## src/rtl/hack_pkg.sv

```systemverilog
// Shared types and constants for the Hack CPU control stage: widths,
// instruction field positions, FSM states and the ALU control bundle.
package hack_pkg;
  localparam int DATA_W = 16;
  localparam int ADDR_W = 15;

  localparam int IR_TYPE    = 15;
  localparam int IR_ABIT    = 12;
  localparam int IR_COMP_HI = 11;
  localparam int IR_COMP_LO = 6;
  localparam int IR_DEST_HI = 5;
  localparam int IR_DEST_LO = 3;
  localparam int IR_JMP_HI  = 2;
  localparam int IR_JMP_LO  = 0;

  typedef enum logic [2:0] {
    FETCH  = 3'd0,
    DECODE = 3'd1,
    MEM_RD = 3'd2,
    EXEC   = 3'd3,
    MEM_WR = 3'd4
  } state_e;

  // Field order matches ir[11:6], so a straight cast of the comp field works.
  typedef struct packed {
    logic zx;
    logic nx;
    logic zy;
    logic ny;
    logic f;
    logic no;
  } alu_ctrl_t;
endpackage

```

## src/rtl/hack_cpu_ctrl_if.sv

```systemverilog
// Fetch, data-memory and ALU signals of the Hack control stage.
// master = control stage, slave = memories/ALU side.
interface hack_cpu_ctrl_if;
  import hack_pkg::*;

  logic [ADDR_W-1:0] pc;
  logic              instr_req;
  logic              instr_valid;
  logic [DATA_W-1:0] instr;

  logic [ADDR_W-1:0] addressM;
  logic              readM;
  logic              writeM;
  logic [DATA_W-1:0] outM;
  logic              mem_ack;
  logic [DATA_W-1:0] inM;

  logic [DATA_W-1:0] alu_x;
  logic [DATA_W-1:0] alu_y;
  logic              zx, nx, zy, ny, f, no;
  logic [DATA_W-1:0] alu_out;
  logic              alu_zr;
  logic              alu_ng;

  modport master (
    output pc, instr_req, addressM, readM, writeM, outM,
           alu_x, alu_y, zx, nx, zy, ny, f, no,
    input  instr_valid, instr, mem_ack, inM, alu_out, alu_zr, alu_ng
  );

  modport slave (
    input  pc, instr_req, addressM, readM, writeM, outM,
           alu_x, alu_y, zx, nx, zy, ny, f, no,
    output instr_valid, instr, mem_ack, inM, alu_out, alu_zr, alu_ng
  );
endinterface

```

## src/rtl/hack_decode.sv

```systemverilog
// Combinational instruction decode: type, operand select, ALU controls,
// destinations and jump resolution from the ALU flags.
module hack_decode
  import hack_pkg::*;
(
  input  logic [DATA_W-1:0] ir_i,
  input  logic              alu_zr_i,
  input  logic              alu_ng_i,
  output logic              is_c_o,
  output logic              a_sel_o,
  output alu_ctrl_t         comp_o,
  output logic              dest_a_o,
  output logic              dest_d_o,
  output logic              dest_m_o,
  output logic              jump_o
);
  logic [2:0] dest;
  logic [2:0] jmp;

  assign dest     = ir_i[IR_DEST_HI:IR_DEST_LO];
  assign jmp      = ir_i[IR_JMP_HI:IR_JMP_LO];

  assign is_c_o   = ir_i[IR_TYPE];
  assign a_sel_o  = ir_i[IR_ABIT];
  assign comp_o   = alu_ctrl_t'(ir_i[IR_COMP_HI:IR_COMP_LO]);
  assign dest_a_o = dest[2];
  assign dest_d_o = dest[1];
  assign dest_m_o = dest[0];

  // jmp = {JLT, JEQ, JGT}
  assign jump_o   = (jmp[2] & alu_ng_i) |
                    (jmp[1] & alu_zr_i) |
                    (jmp[0] & ~alu_ng_i & ~alu_zr_i);
endmodule

```

## src/rtl/hack_cpu_ctrl.sv

```systemverilog
// Multicycle Hack CPU control/register stage: fetch handshake, A/D/PC/IR,
// optional M read before EXEC and M write after it.
module hack_cpu_ctrl
  import hack_pkg::*;
(
  input  logic              clk,
  input  logic              rst_n,
  hack_cpu_ctrl_if.master   bus
);
  state_e            state_q;
  logic [ADDR_W-1:0] pc_q;
  logic [DATA_W-1:0] a_q;
  logic [DATA_W-1:0] d_q;
  logic [DATA_W-1:0] ir_q;
  logic [DATA_W-1:0] m_q;
  logic [ADDR_W-1:0] wr_addr_q;
  logic [DATA_W-1:0] wr_data_q;

  logic      is_c, a_sel, dest_a, dest_d, dest_m, jump;
  alu_ctrl_t comp;

  hack_decode u_dec (
    .ir_i     (ir_q),
    .alu_zr_i (bus.alu_zr),
    .alu_ng_i (bus.alu_ng),
    .is_c_o   (is_c),
    .a_sel_o  (a_sel),
    .comp_o   (comp),
    .dest_a_o (dest_a),
    .dest_d_o (dest_d),
    .dest_m_o (dest_m),
    .jump_o   (jump)
  );

  // Right-hand sides read a_q before any EXEC update, so the jump target and
  // write address use the pre-instruction A even when dest_a is set.
  always_ff @(posedge clk or negedge rst_n) begin
    if (!rst_n) begin
      state_q   <= FETCH;
      pc_q      <= '0;
      a_q       <= '0;
      d_q       <= '0;
      ir_q      <= '0;
      m_q       <= '0;
      wr_addr_q <= '0;
      wr_data_q <= '0;
    end else begin
      case (state_q)
        FETCH: begin
          if (bus.instr_valid) begin
            ir_q    <= bus.instr;
            state_q <= DECODE;
          end
        end
        DECODE: begin
          if (!is_c) begin
            a_q     <= ir_q;
            pc_q    <= pc_q + 15'd1;
            state_q <= FETCH;
          end else if (a_sel) begin
            state_q <= MEM_RD;
          end else begin
            state_q <= EXEC;
          end
        end
        MEM_RD: begin
          if (bus.mem_ack) begin
            m_q     <= bus.inM;
            state_q <= EXEC;
          end
        end
        EXEC: begin
          if (dest_d) d_q <= bus.alu_out;
          if (dest_a) a_q <= bus.alu_out;
          pc_q <= jump ? a_q[ADDR_W-1:0] : pc_q + 15'd1;
          if (dest_m) begin
            wr_addr_q <= a_q[ADDR_W-1:0];
            wr_data_q <= bus.alu_out;
            state_q   <= MEM_WR;
          end else begin
            state_q   <= FETCH;
          end
        end
        MEM_WR: begin
          if (bus.mem_ack) state_q <= FETCH;
        end
        default: state_q <= FETCH;
      endcase
    end
  end

  // Handshake strobes decode straight from state so reset drops them at once.
  assign bus.pc        = pc_q;
  assign bus.instr_req = (state_q == FETCH);
  assign bus.readM     = (state_q == MEM_RD);
  assign bus.writeM    = (state_q == MEM_WR);
  assign bus.addressM  = (state_q == MEM_WR) ? wr_addr_q : a_q[ADDR_W-1:0];
  assign bus.outM      = wr_data_q;

  assign bus.alu_x = d_q;
  assign bus.alu_y = a_sel ? m_q : a_q;
  assign bus.zx    = comp.zx;
  assign bus.nx    = comp.nx;
  assign bus.zy    = comp.zy;
  assign bus.ny    = comp.ny;
  assign bus.f     = comp.f;
  assign bus.no    = comp.no;
endmodule

```

## src/flat_wrapper.sv

```systemverilog
// flat-port wrapper written by rule: the top's interface ports become plain ports
module hack_cpu_ctrl_flat import hack_pkg::*;
  (clk, rst_n, bus_pc, bus_instr_req, bus_addressM, bus_readM, bus_writeM, bus_outM, bus_alu_x, bus_alu_y, bus_zx, bus_nx, bus_zy, bus_ny, bus_f, bus_no, bus_instr_valid, bus_instr, bus_mem_ack, bus_inM, bus_alu_out, bus_alu_zr, bus_alu_ng);
  hack_cpu_ctrl_if bus_i ();
  input  logic clk;
  input  logic rst_n;
  output wire logic [$bits(bus_i.pc)-1:0] bus_pc;
  output wire logic [$bits(bus_i.instr_req)-1:0] bus_instr_req;
  output wire logic [$bits(bus_i.addressM)-1:0] bus_addressM;
  output wire logic [$bits(bus_i.readM)-1:0] bus_readM;
  output wire logic [$bits(bus_i.writeM)-1:0] bus_writeM;
  output wire logic [$bits(bus_i.outM)-1:0] bus_outM;
  output wire logic [$bits(bus_i.alu_x)-1:0] bus_alu_x;
  output wire logic [$bits(bus_i.alu_y)-1:0] bus_alu_y;
  output wire logic [$bits(bus_i.zx)-1:0] bus_zx;
  output wire logic [$bits(bus_i.nx)-1:0] bus_nx;
  output wire logic [$bits(bus_i.zy)-1:0] bus_zy;
  output wire logic [$bits(bus_i.ny)-1:0] bus_ny;
  output wire logic [$bits(bus_i.f)-1:0] bus_f;
  output wire logic [$bits(bus_i.no)-1:0] bus_no;
  input wire logic [$bits(bus_i.instr_valid)-1:0] bus_instr_valid;
  input wire logic [$bits(bus_i.instr)-1:0] bus_instr;
  input wire logic [$bits(bus_i.mem_ack)-1:0] bus_mem_ack;
  input wire logic [$bits(bus_i.inM)-1:0] bus_inM;
  input wire logic [$bits(bus_i.alu_out)-1:0] bus_alu_out;
  input wire logic [$bits(bus_i.alu_zr)-1:0] bus_alu_zr;
  input wire logic [$bits(bus_i.alu_ng)-1:0] bus_alu_ng;
  assign bus_pc = bus_i.pc;
  assign bus_instr_req = bus_i.instr_req;
  assign bus_addressM = bus_i.addressM;
  assign bus_readM = bus_i.readM;
  assign bus_writeM = bus_i.writeM;
  assign bus_outM = bus_i.outM;
  assign bus_alu_x = bus_i.alu_x;
  assign bus_alu_y = bus_i.alu_y;
  assign bus_zx = bus_i.zx;
  assign bus_nx = bus_i.nx;
  assign bus_zy = bus_i.zy;
  assign bus_ny = bus_i.ny;
  assign bus_f = bus_i.f;
  assign bus_no = bus_i.no;
  assign bus_i.instr_valid = bus_instr_valid;
  assign bus_i.instr = bus_instr;
  assign bus_i.mem_ack = bus_mem_ack;
  assign bus_i.inM = bus_inM;
  assign bus_i.alu_out = bus_alu_out;
  assign bus_i.alu_zr = bus_alu_zr;
  assign bus_i.alu_ng = bus_alu_ng;
  hack_cpu_ctrl u_core (.clk(clk), .rst_n(rst_n), .bus(bus_i));
endmodule
```

## config.mk

```make
export PLATFORM = sky130hd
export DESIGN_NAME = hack_cpu_ctrl_flat
export DESIGN_NICKNAME = d
export VERILOG_FILES = /design/src/rtl/hack_pkg.sv /design/src/rtl/hack_cpu_ctrl_if.sv /design/src/rtl/hack_decode.sv /design/src/rtl/hack_cpu_ctrl.sv /design/src/flat_wrapper.sv
export SDC_FILE = /design/constraint.sdc
export NUM_CORES = 1
export LEC_CHECK = 0
export BUFFER_PORTS_ARGS = -buffer_cell sky130_fd_sc_hd__clkbuf_2
export CORE_UTILIZATION = 52
export CTS_CLUSTER_DIAMETER = 200
export DETAILED_ROUTE_END_ITERATION = 6
export PLACE_DENSITY = 0.89
export SLEW_MARGIN = 20
export SYNTH_ARGS = -nofsm -noshare
export SYNTH_HDL_FRONTEND = slang
export SYNTH_SLANG_ARGS = --single-unit
```

## constraint.sdc

```tcl
create_clock -name clk -period 2.55 [get_ports clk]
set_clock_uncertainty 0.2 [all_clocks]
set_input_delay 0.1275 -clock clk [delete_from_list [all_inputs] [get_ports clk]]
set_output_delay 0.1275 -clock clk [all_outputs]
set_load 0.01 [all_outputs]
```

==> impl_results.html, run 1 <==
<table>
<tr><th>Metric</th><th>Value</th></tr>
<tr><th colspan="2">Global routing</th></tr>
<tr><td>Largest net degree at the start of global routing</td><td>47</td></tr>
<tr><td>Via count of the first global-routing pass</td><td>4229</td></tr>
<tr><td>Grt total ovfl</td><td>0</td></tr>
<tr><td>Initial antenna violation count</td><td>0</td></tr>
<tr><td>Global-route wire length before repair</td><td>21.5 mm</td></tr>
<tr><td>Global Route Usage Sum</td><td>28.1%</td></tr>
<tr><th colspan="2">Drt</th></tr>
<tr><td>Met2 Routed Length</td><td>7.18 mm</td></tr>
<tr><td>Uppermost layer routed</td><td>met4</td></tr>
<tr><td>Sum of routed wire segments on met1</td><td>5.52 mm</td></tr>
<tr><td>Routed vias</td><td>4139</td></tr>
<tr><td>Number of DRC violations after detailed-routing iteration 0</td><td>248</td></tr>
<tr><td>Count of TritonRoute iterations in the first routing pass</td><td>4</td></tr>
<tr><td>Aggregate routed wire length</td><td>13.8 mm</td></tr>
<tr><td>Per-cell routed wire length</td><td>18.2 um</td></tr>
<tr><td>Vias per std cell</td><td>5.47</td></tr>
<tr><td>Residual DRC</td><td>0</td></tr>
<tr><td>Number of nets still failing antenna checks after routing</td><td>0</td></tr>
<tr><td>Detailed-routed wire length on met3</td><td>821 um</td></tr>
<tr><th colspan="2">Yosys</th></tr>
<tr><td>Proportion of netlist area held by the largest area contributor</td><td>55.2%</td></tr>
<tr><td>Count of state elements after synthesis</td><td>113</td></tr>
<tr><td>Most frequent cell after synthesis</td><td>sky130_fd_sc_hd__dfrtp_1</td></tr>
<tr><td>Count of warnings emitted by yosys</td><td>0</td></tr>
<tr><td>Mapped Cells</td><td>416</td></tr>
<tr><td>Main flop type after synthesis</td><td>sky130_fd_sc_hd__dfrtp_1</td></tr>
<tr><td>Mean instance size in the synthesized netlist</td><td>12.3 um^2</td></tr>
<tr><td>EDFF count, synth</td><td>0</td></tr>
<tr><td>Post-synth net total</td><td>471</td></tr>
<tr><td>Sequential area share after synthesis</td><td>55.2%</td></tr>
<tr><td>Largest area contributor in the synthesized netlist</td><td>sky130_fd_sc_hd__dfrtp_1</td></tr>
<tr><td>Ranking of synthesized cells by area</td><td>sky130_fd_sc_hd__dfrtp_1 (55%), sky130_fd_sc_hd__mux2_2 (23%), sky130_fd_sc_hd__o21ai_0 (3.2%), sky130_fd_sc_hd__mux2i_1 (2.9%), sky130_fd_sc_hd__a21oi_1 (2.6%)</td></tr>
<tr><td>Top cells by count, synth</td><td>sky130_fd_sc_hd__dfrtp_1 (113), sky130_fd_sc_hd__mux2_2 (103), sky130_fd_sc_hd__o21ai_0 (33)</td></tr>
<tr><td>Library cells used by synthesis</td><td>37</td></tr>
<tr><td>Post-synth ARST share</td><td>100%</td></tr>
<tr><td>Cell area after synthesis</td><td>5130 um^2</td></tr>
<tr><th colspan="2">Floorplanning</th></tr>
<tr><td>Starting Density</td><td>54.4%</td></tr>
<tr><td>Width of the die</td><td>101 um</td></tr>
<tr><td>Top-level port count</td><td>141</td></tr>
<tr><td>Total die area</td><td>10300 um^2</td></tr>
<tr><td>Vertical die dimension</td><td>101 um</td></tr>
<tr><td>Placeable core region</td><td>9420 um^2</td></tr>
<tr><td>Rows</td><td>35</td></tr>
<tr><th colspan="2">Critical path</th></tr>
<tr><td>WS Path Type</td><td>reg2out</td></tr>
<tr><td>Destination of the worst register-to-register timing path</td><td>u_core.bus.pc[12]</td></tr>
<tr><td>Length in cells of the worst reg-to-reg path</td><td>6</td></tr>
<tr><td>Launch point of the worst reg-to-reg path</td><td>u_core.ir_q[2]</td></tr>
<tr><td>Critical Path Start Type</td><td>register</td></tr>
<tr><td>Reg2Reg Setup Slack</td><td>260 ps</td></tr>
<tr><td>Critical path fanouts, max</td><td>18</td></tr>
<tr><td>Kind of end point of the critical path</td><td>primary output</td></tr>
<tr><td>Arrival time worst endpoint</td><td>2030 ps</td></tr>
<tr><td>Required time of the worst setup path</td><td>2220 ps</td></tr>
<tr><th colspan="2">Timing</th></tr>
<tr><td>Final setup violation count</td><td>0</td></tr>
<tr><td>Headroom to the max-slew limit</td><td>53.4%</td></tr>
<tr><td>Final worst path period need</td><td>2360 ps</td></tr>
<tr><td>Count of final max-slew check failures</td><td>0</td></tr>
<tr><td>Transition at the pin with the smallest max-transition slack</td><td>696 ps</td></tr>
<tr><td>RSZ-0062 raised after global routing</td><td>false</td></tr>
<tr><td>Endpoints failing hold</td><td>0</td></tr>
<tr><td>Final worst path period share</td><td>92.4%</td></tr>
<tr><td>Sum Neg Setup Slack</td><td>0 ps</td></tr>
<tr><td>Achievable frequency</td><td>424 MHz</td></tr>
<tr><th colspan="2">Clock tree</th></tr>
<tr><td>Clock tree from TritonCTS</td><td>yes</td></tr>
<tr><td>Clock edge transition at the registers on the reported setup and hold paths</td><td>60 ps</td></tr>
<tr><td>CTS H-tree depth</td><td>4</td></tr>
<tr><td>CTS Sinks</td><td>113</td></tr>
<tr><td>Clock latency at the later pin of the worst-skew pair</td><td>500 ps</td></tr>
<tr><td>Number of buffers inserted to repair setup after CTS</td><td>0</td></tr>
<tr><td>Worst-case clock buffer depth</td><td>2</td></tr>
<tr><td>Clock tree root driver cell</td><td>sky130_fd_sc_hd__clkbuf_8</td></tr>
<tr><td>Number of buffers created by CTS</td><td>17</td></tr>
<tr><td>Number of gates given a new drive strength after cts</td><td>0</td></tr>
<tr><th colspan="2">Outcome</th></tr>
<tr><td>Outcome</td><td>finished, final reports clean</td></tr>
<tr><th colspan="2">Finish</th></tr>
<tr><td>Final cell utilization of the core</td><td>75.8%</td></tr>
<tr><td>Area growth from synthesis to layout</td><td>39.2%</td></tr>
<tr><td>Fin cells</td><td>756</td></tr>
<tr><td>Nets</td><td>669</td></tr>
<tr><td>Fraction of layout cells with a size suffix above 1</td><td>46.7%</td></tr>
<tr><td>Antenna cells</td><td>0</td></tr>
<tr><th colspan="2">Job</th></tr>
<tr><td>Max-capacitance violation count</td><td>0</td></tr>
<tr><th colspan="2">Power</th></tr>
<tr><td>Power density over the cells</td><td>1340 nW/um^2</td></tr>
<tr><td>Worst vdd rail ir drop</td><td>0.862 mV</td></tr>
<tr><td>Static leakage</td><td>3.30 nW</td></tr>
<tr><td>Total power of the final layout</td><td>9.57 mW</td></tr>
<tr><th colspan="2">Min path</th></tr>
<tr><td>Worst hold stages</td><td>5</td></tr>
<tr><td>End point of the worst hold path</td><td>u_core.bus.pc[2]</td></tr>
<tr><td>Worst min-delay path startpoint</td><td>bus_alu_zr</td></tr>
<tr><td>Hold WC Path Type</td><td>in2reg</td></tr>
<tr><th colspan="2">Placed design</th></tr>
<tr><td>Post-DP HPWL</td><td>8.61 mm</td></tr>
<tr><td>Routability congestion estimate</td><td>0.863</td></tr>
<tr><td>Placed cell count</td><td>670</td></tr>
<tr><td>Buffers added on ports</td><td>140</td></tr>
</table>
[kinds of logic after synthesis]
| family | after synthesis | synth area share, % |
|---|---|---|
| fa+ha+maj | 1 | 0.244 |
| flops | 113 | 55.2 |
| mux | 122 | 26.4 |
| simple gates | 77 | 7.35 |
| compound gates | 74 | 7.71 |
| buf+inv | 29 | 3.10 |
[worst max-delay path by stage]
stage                           start  slack, ps           endpoint  cells past startpoint
CTS                 u_core.state_q[0]        200   bus_addressM[13]                      5
finish              u_core.state_q[1]        190   bus_addressM[13]                      5
global placement       u_core.ir_q[2]        470  u_core.bus.pc[14]                      5
floorplan           u_core.state_q[2]        610    u_core.ir_q[10]                      6
detailed placement     u_core.ir_q[2]        370  u_core.bus.pc[11]                      6
global route        u_core.state_q[1]         90    bus_addressM[6]                      5
[state kept, by name (all words and copies together), names as in the netlist]
| signal | flops |
|---|---|
| u_core.bus.outM | 16 |
| u_core.a_q | 16 |
| u_core.wr_addr_q | 15 |
| u_core.state_q | 3 |
| u_core.ir_q | 16 |
| u_core.m_q | 16 |
| u_core.bus.pc | 15 |
| u_core.bus.alu_x | 16 |
[cell usage in the layout (no fill, tap or decap), types with 2 or more instances in the layout]
master                            n
sky130_fd_sc_hd__clkbuf_2       139
sky130_fd_sc_hd__dfrtp_1        113
sky130_fd_sc_hd__mux2_2         103
sky130_fd_sc_hd__dlygate4sd3_1   53
sky130_fd_sc_hd__o21ai_0         32
sky130_fd_sc_hd__nand2_1         31
sky130_fd_sc_hd__a21oi_1         27
sky130_fd_sc_hd__clkbuf_16       16
sky130_fd_sc_hd__mux2i_1         15
sky130_fd_sc_hd__nand3_1         15
sky130_fd_sc_hd__buf_4            9
sky130_fd_sc_hd__nor2_1           8
sky130_fd_sc_hd__and3_1           5
sky130_fd_sc_hd__clkinvlp_4       5
sky130_fd_sc_hd__mux2_1           4
sky130_fd_sc_hd__o21ai_1          4
sky130_fd_sc_hd__o22ai_1          4
sky130_fd_sc_hd__bufinv_16        4
sky130_fd_sc_hd__inv_1            3
sky130_fd_sc_hd__or3_1            3
sky130_fd_sc_hd__clkbuf_8         3
sky130_fd_sc_hd__buf_12           3
sky130_fd_sc_hd__nand2_2          2
sky130_fd_sc_hd__nand3b_1         2
sky130_fd_sc_hd__and2_1           2
sky130_fd_sc_hd__nand4_1          2
sky130_fd_sc_hd__clkinv_2         2
sky130_fd_sc_hd__clkinv_4         2
[final cells by class]
cell class                      instances  area [um^2]
Tap cell                              129          161
Inverter                                4         15.0
Fill cell                             594         2280
Clock inverter                         13          185
Timing Repair Buffer                  204         1350
Clock buffer                           19          442
Multi-Input combinational cell        274         2150
Sequential cell                       113         2830
[through the flow]
step | area [um^2] | hold WS (ps) | setup WS (ps)
final | 7140 | 175 | 193
after global routing | 7140 | 189 | 88.8
after detailed placement | 5950 | -69.8 | 374
after global placement | 5950 | -73.4 | 467
after floorplan | 5130 | -368 | 609
after CTS | 7130 | 146 | 196
[power breakdown]
| part | internal (mW) | switching (mW) |
|---|---|---|
| clock network | 1.64 | 0.844 |
| registers | 2.70 | 0.800 |
| logic | 1.80 | 1.80 |
[worst max-delay path, cell delays in order (launching register included)]
cell                       delay (ps)
sky130_fd_sc_hd__dfrtp_1          440
sky130_fd_sc_hd__inv_1            160
sky130_fd_sc_hd__and3_1           160
sky130_fd_sc_hd__buf_4            250
sky130_fd_sc_hd__mux2_2           390
sky130_fd_sc_hd__clkbuf_2         130
[routing by layer]
layer  vias up  track usage [%]
met1      2039             34.1
met2       181             49.2
met3        26             6.14
met4         0             10.9
met5         -                0
li1       1893                -
[timing repair]
action / in CTS / in global routing
hold buffers: 54 / 0
endpoints found under the setup margin: 0 / 0
hold endpoints to repair: 195 / 0
(Power assumes the default switching activity.)
==> run 2: changes to the inputs <==
- CTS_BUF_LIST: default -> sky130_fd_sc_hd__clkbuf_16
==> run 2 against run 1 <==
Combinational power about the same; sequential share of layout area up 0.22 points; clock-buffer cell count down 2; largest power group unchanged; die area unchanged; clock power about the same; via count down 1.1%; sequential power about the same; non-clock buffer count down 2; final cell count down 0.26%; critical endpoint is now u_core.bus.pc[12]; final area down 0.54%; critical path depth up 1; register-to-register slack about the same.
==> impl_results.html, run 2 (same netlist as run 1, synthesis figures left out) <==
<table>
<tr><th>Metric</th><th>Value</th></tr>
<tr><th colspan="2">Outcome</th></tr>
<tr><td>Outcome</td><td>finished, final reports clean</td></tr>
<tr><th colspan="2">Floorplanning</th></tr>
<tr><td>Width of the die</td><td>101 um</td></tr>
<tr><td>Total die area</td><td>10300 um^2</td></tr>
<tr><td>Rows</td><td>35</td></tr>
<tr><td>Placeable core region</td><td>9420 um^2</td></tr>
<tr><td>Starting Density</td><td>54.4%</td></tr>
<tr><td>Vertical die dimension</td><td>101 um</td></tr>
<tr><td>Top-level port count</td><td>141</td></tr>
<tr><th colspan="2">Critical path</th></tr>
<tr><td>Destination of the worst register-to-register timing path</td><td>u_core.bus.pc[12]</td></tr>
<tr><td>Critical path's slowest cell</td><td>sky130_fd_sc_hd__o21ai_2</td></tr>
<tr><td>WS Path Type</td><td>reg2reg</td></tr>
<tr><td>Reg2Reg Setup Slack</td><td>260 ps</td></tr>
<tr><td>Largest delay contributor family on the critical path</td><td>compound AO/OA/AOI/OAI gates</td></tr>
<tr><td>Most common cell type on the critical path</td><td>sky130_fd_sc_hd__a21oi_1</td></tr>
<tr><td>Critical path fanouts, max</td><td>22</td></tr>
<tr><td>Biggest cell delay along the critical path</td><td>560 ps</td></tr>
<tr><td>Number of buffers and inverters on the critical path</td><td>1</td></tr>
<tr><td>Launch point of the worst reg-to-reg path</td><td>u_core.ir_q[2]</td></tr>
<tr><td>Required time of the worst setup path</td><td>2620 ps</td></tr>
<tr><td>Arrival time worst endpoint</td><td>2350 ps</td></tr>
<tr><td>Kind of end point of the critical path</td><td>register</td></tr>
<tr><td>CP cell instances</td><td>a22o_1, o21ai_2, buf_4, o21ai_0, a21oi_1, a21oi_1</td></tr>
<tr><td>Critical Path Start Type</td><td>register</td></tr>
<tr><td>Length in cells of the worst reg-to-reg path</td><td>6</td></tr>
<tr><th colspan="2">Global routing</th></tr>
<tr><td>Via count of the first global-routing pass</td><td>4159</td></tr>
<tr><td>Initial antenna violation count</td><td>0</td></tr>
<tr><td>Global Route Usage Sum</td><td>27.4%</td></tr>
<tr><td>Global-route wire length before repair</td><td>21.1 mm</td></tr>
<tr><td>Grt total ovfl</td><td>0</td></tr>
<tr><td>Largest net degree at the start of global routing</td><td>47</td></tr>
<tr><th colspan="2">Timing</th></tr>
<tr><td>Sum Neg Setup Slack</td><td>0 ps</td></tr>
<tr><td>Headroom to the max-slew limit</td><td>54.0%</td></tr>
<tr><td>RSZ-0062 raised after global routing</td><td>false</td></tr>
<tr><td>Transition at the pin with the smallest max-transition slack</td><td>687 ps</td></tr>
<tr><td>Final worst path period need</td><td>2290 ps</td></tr>
<tr><td>Achievable frequency</td><td>437 MHz</td></tr>
<tr><td>Final setup violation count</td><td>0</td></tr>
<tr><td>Count of final max-slew check failures</td><td>0</td></tr>
<tr><td>Endpoints failing hold</td><td>0</td></tr>
<tr><td>Final worst path period share</td><td>89.7%</td></tr>
<tr><th colspan="2">Finish</th></tr>
<tr><td>Antenna cells</td><td>0</td></tr>
<tr><td>Area growth from synthesis to layout</td><td>38.4%</td></tr>
<tr><td>Fraction of layout cells with a size suffix above 1</td><td>46.4%</td></tr>
<tr><td>Most common cell after layout, fill and taps aside</td><td>sky130_fd_sc_hd__clkbuf_2</td></tr>
<tr><td>Commonest non-fill, non-tap cells in the layout</td><td>sky130_fd_sc_hd__clkbuf_2 (139), sky130_fd_sc_hd__dfrtp_1 (113), sky130_fd_sc_hd__mux2_2 (103), sky130_fd_sc_hd__dlygate4sd3_1 (52), sky130_fd_sc_hd__o21ai_0 (32)</td></tr>
<tr><td>Nets</td><td>667</td></tr>
<tr><th colspan="2">Power</th></tr>
<tr><td>Worst vdd rail ir drop</td><td>0.829 mV</td></tr>
<tr><td>Static leakage</td><td>3.28 nW</td></tr>
<tr><td>Sw Ratio</td><td>35.8%</td></tr>
<tr><td>Sequential power share</td><td>36.7%</td></tr>
<tr><td>Net load switching power</td><td>3.42 mW</td></tr>
<tr><td>Power density over the cells</td><td>1340 nW/um^2</td></tr>
<tr><td>Int Power</td><td>6.12 mW</td></tr>
<tr><td>Clock group share of total power</td><td>25.8%</td></tr>
<tr><td>Total power of the final layout</td><td>9.53 mW</td></tr>
<tr><td>Comb power frac</td><td>37.5%</td></tr>
<tr><th colspan="2">Drt</th></tr>
<tr><td>Sum of routed wire segments on met1</td><td>5.61 mm</td></tr>
<tr><td>Number of nets still failing antenna checks after routing</td><td>0</td></tr>
<tr><td>Number of DRC violations after detailed-routing iteration 0</td><td>289</td></tr>
<tr><td>Residual DRC</td><td>0</td></tr>
<tr><td>Uppermost layer routed</td><td>met4</td></tr>
<tr><td>Per-cell routed wire length</td><td>17.8 um</td></tr>
<tr><td>Count of TritonRoute iterations in the first routing pass</td><td>4</td></tr>
<tr><td>Detailed-routed wire length on met3</td><td>689 um</td></tr>
<tr><td>Met2 Routed Length</td><td>6.90 mm</td></tr>
<tr><td>Aggregate routed wire length</td><td>13.4 mm</td></tr>
<tr><td>Routed vias</td><td>4095</td></tr>
<tr><td>Vias per std cell</td><td>5.43</td></tr>
<tr><th colspan="2">Placed design</th></tr>
<tr><td>Post-DP HPWL</td><td>8.61 mm</td></tr>
<tr><td>Routability congestion estimate</td><td>0.863</td></tr>
<tr><td>Buffers added on ports</td><td>140</td></tr>
<tr><th colspan="2">Clock tree</th></tr>
<tr><td>Number of buffers inserted to repair setup after CTS</td><td>0</td></tr>
<tr><td>CTS Sinks</td><td>113</td></tr>
<tr><td>Clock tree root driver cell</td><td>sky130_fd_sc_hd__clkbuf_16</td></tr>
<tr><td>Number of gates given a new drive strength after cts</td><td>0</td></tr>
<tr><td>Clock tree from TritonCTS</td><td>yes</td></tr>
<tr><td>Worst-case clock buffer depth</td><td>2</td></tr>
<tr><td>CTS H-tree depth</td><td>4</td></tr>
<tr><td>Number of buffers created by CTS</td><td>17</td></tr>
<tr><td>Clock latency at the later pin of the worst-skew pair</td><td>400 ps</td></tr>
<tr><td>Clock edge transition at the registers on the reported setup and hold paths</td><td>60 ps</td></tr>
<tr><th colspan="2">Job</th></tr>
<tr><td>Max-capacitance violation count</td><td>0</td></tr>
<tr><th colspan="2">Min path</th></tr>
<tr><td>Hold WC Path Type</td><td>in2async</td></tr>
</table>
[run 2: layer usage]
layer / GRT usage [%] / up-vias
met3: 5.94 / 23
met5: 0 / -
met4: 10.8 / 0
li1: - / 1883
met1: 33.9 / 2008
met2: 47.1 / 181
[run 2: metrics by stage]
stage	hold WS (ps)	setup WS, ps	util, %	instances	area (um^2)
floorplan	-368	609	-	416	5130
global placement	-73.4	467	63.2	670	5950
detailed placement	-69.8	374	63.2	670	5950
CTS	44.3	309	75.3	754	7090
global route	69.2	148	75.4	754	7100
finish	34.4	262	75.4	754	7100
[run 2: final cells by class]
type	count	area [um^2]
clock buffers	17	425
clock inverters	15	193
fillers	598	2320
inverters	4	15.0
multi-input cells	274	2150
flip-flops and latches	113	2830
well taps	129	161
repair buffers	202	1320
[run 2: worst max path at each step]
stage | startpoint | endpoint | slack, ps | depth (start not counted)
6_report | u_core.ir_q[2] | u_core.bus.pc[12] | 260 | 6
5_1_grt | u_core.ir_q[2] | u_core.bus.pc[12] | 150 | 6
4_1_cts | u_core.state_q[0] | bus_addressM[13] | 310 | 5
3_5_place_dp | u_core.ir_q[2] | u_core.bus.pc[11] | 370 | 6
3_3_place_gp | u_core.ir_q[2] | u_core.bus.pc[14] | 470 | 5
2_1_floorplan | u_core.state_q[2] | u_core.ir_q[10] | 610 | 6
[run 2: power by group through the flow]
stage / sequential [mW] / clock, mW / combinational [mW]
after floorplan: 3.42 / 0 / 2.10
after global placement: 3.38 / 0 / 3.33
after detailed placement: 3.47 / 0 / 3.44
after CTS: 3.45 / 2.48 / 3.55
after global routing: 3.60 / 2.56 / 3.89
final: 3.50 / 2.46 / 3.58
[run 2: what timing repair did]
action / in CTS / in global routing
hold buffers: 52 / 0
endpoints found under the hold margin: 165 / 0
setup endpoints to repair: 0 / 0
[run 2: worst reg2reg max path, delay by kind of cell (launching register included)]
kind / cells / cell delay [ps]
buffers and inverters: 1 / 360
flip-flops: 1 / 390
AO/OA/AOI/OAI: 5 / 1220
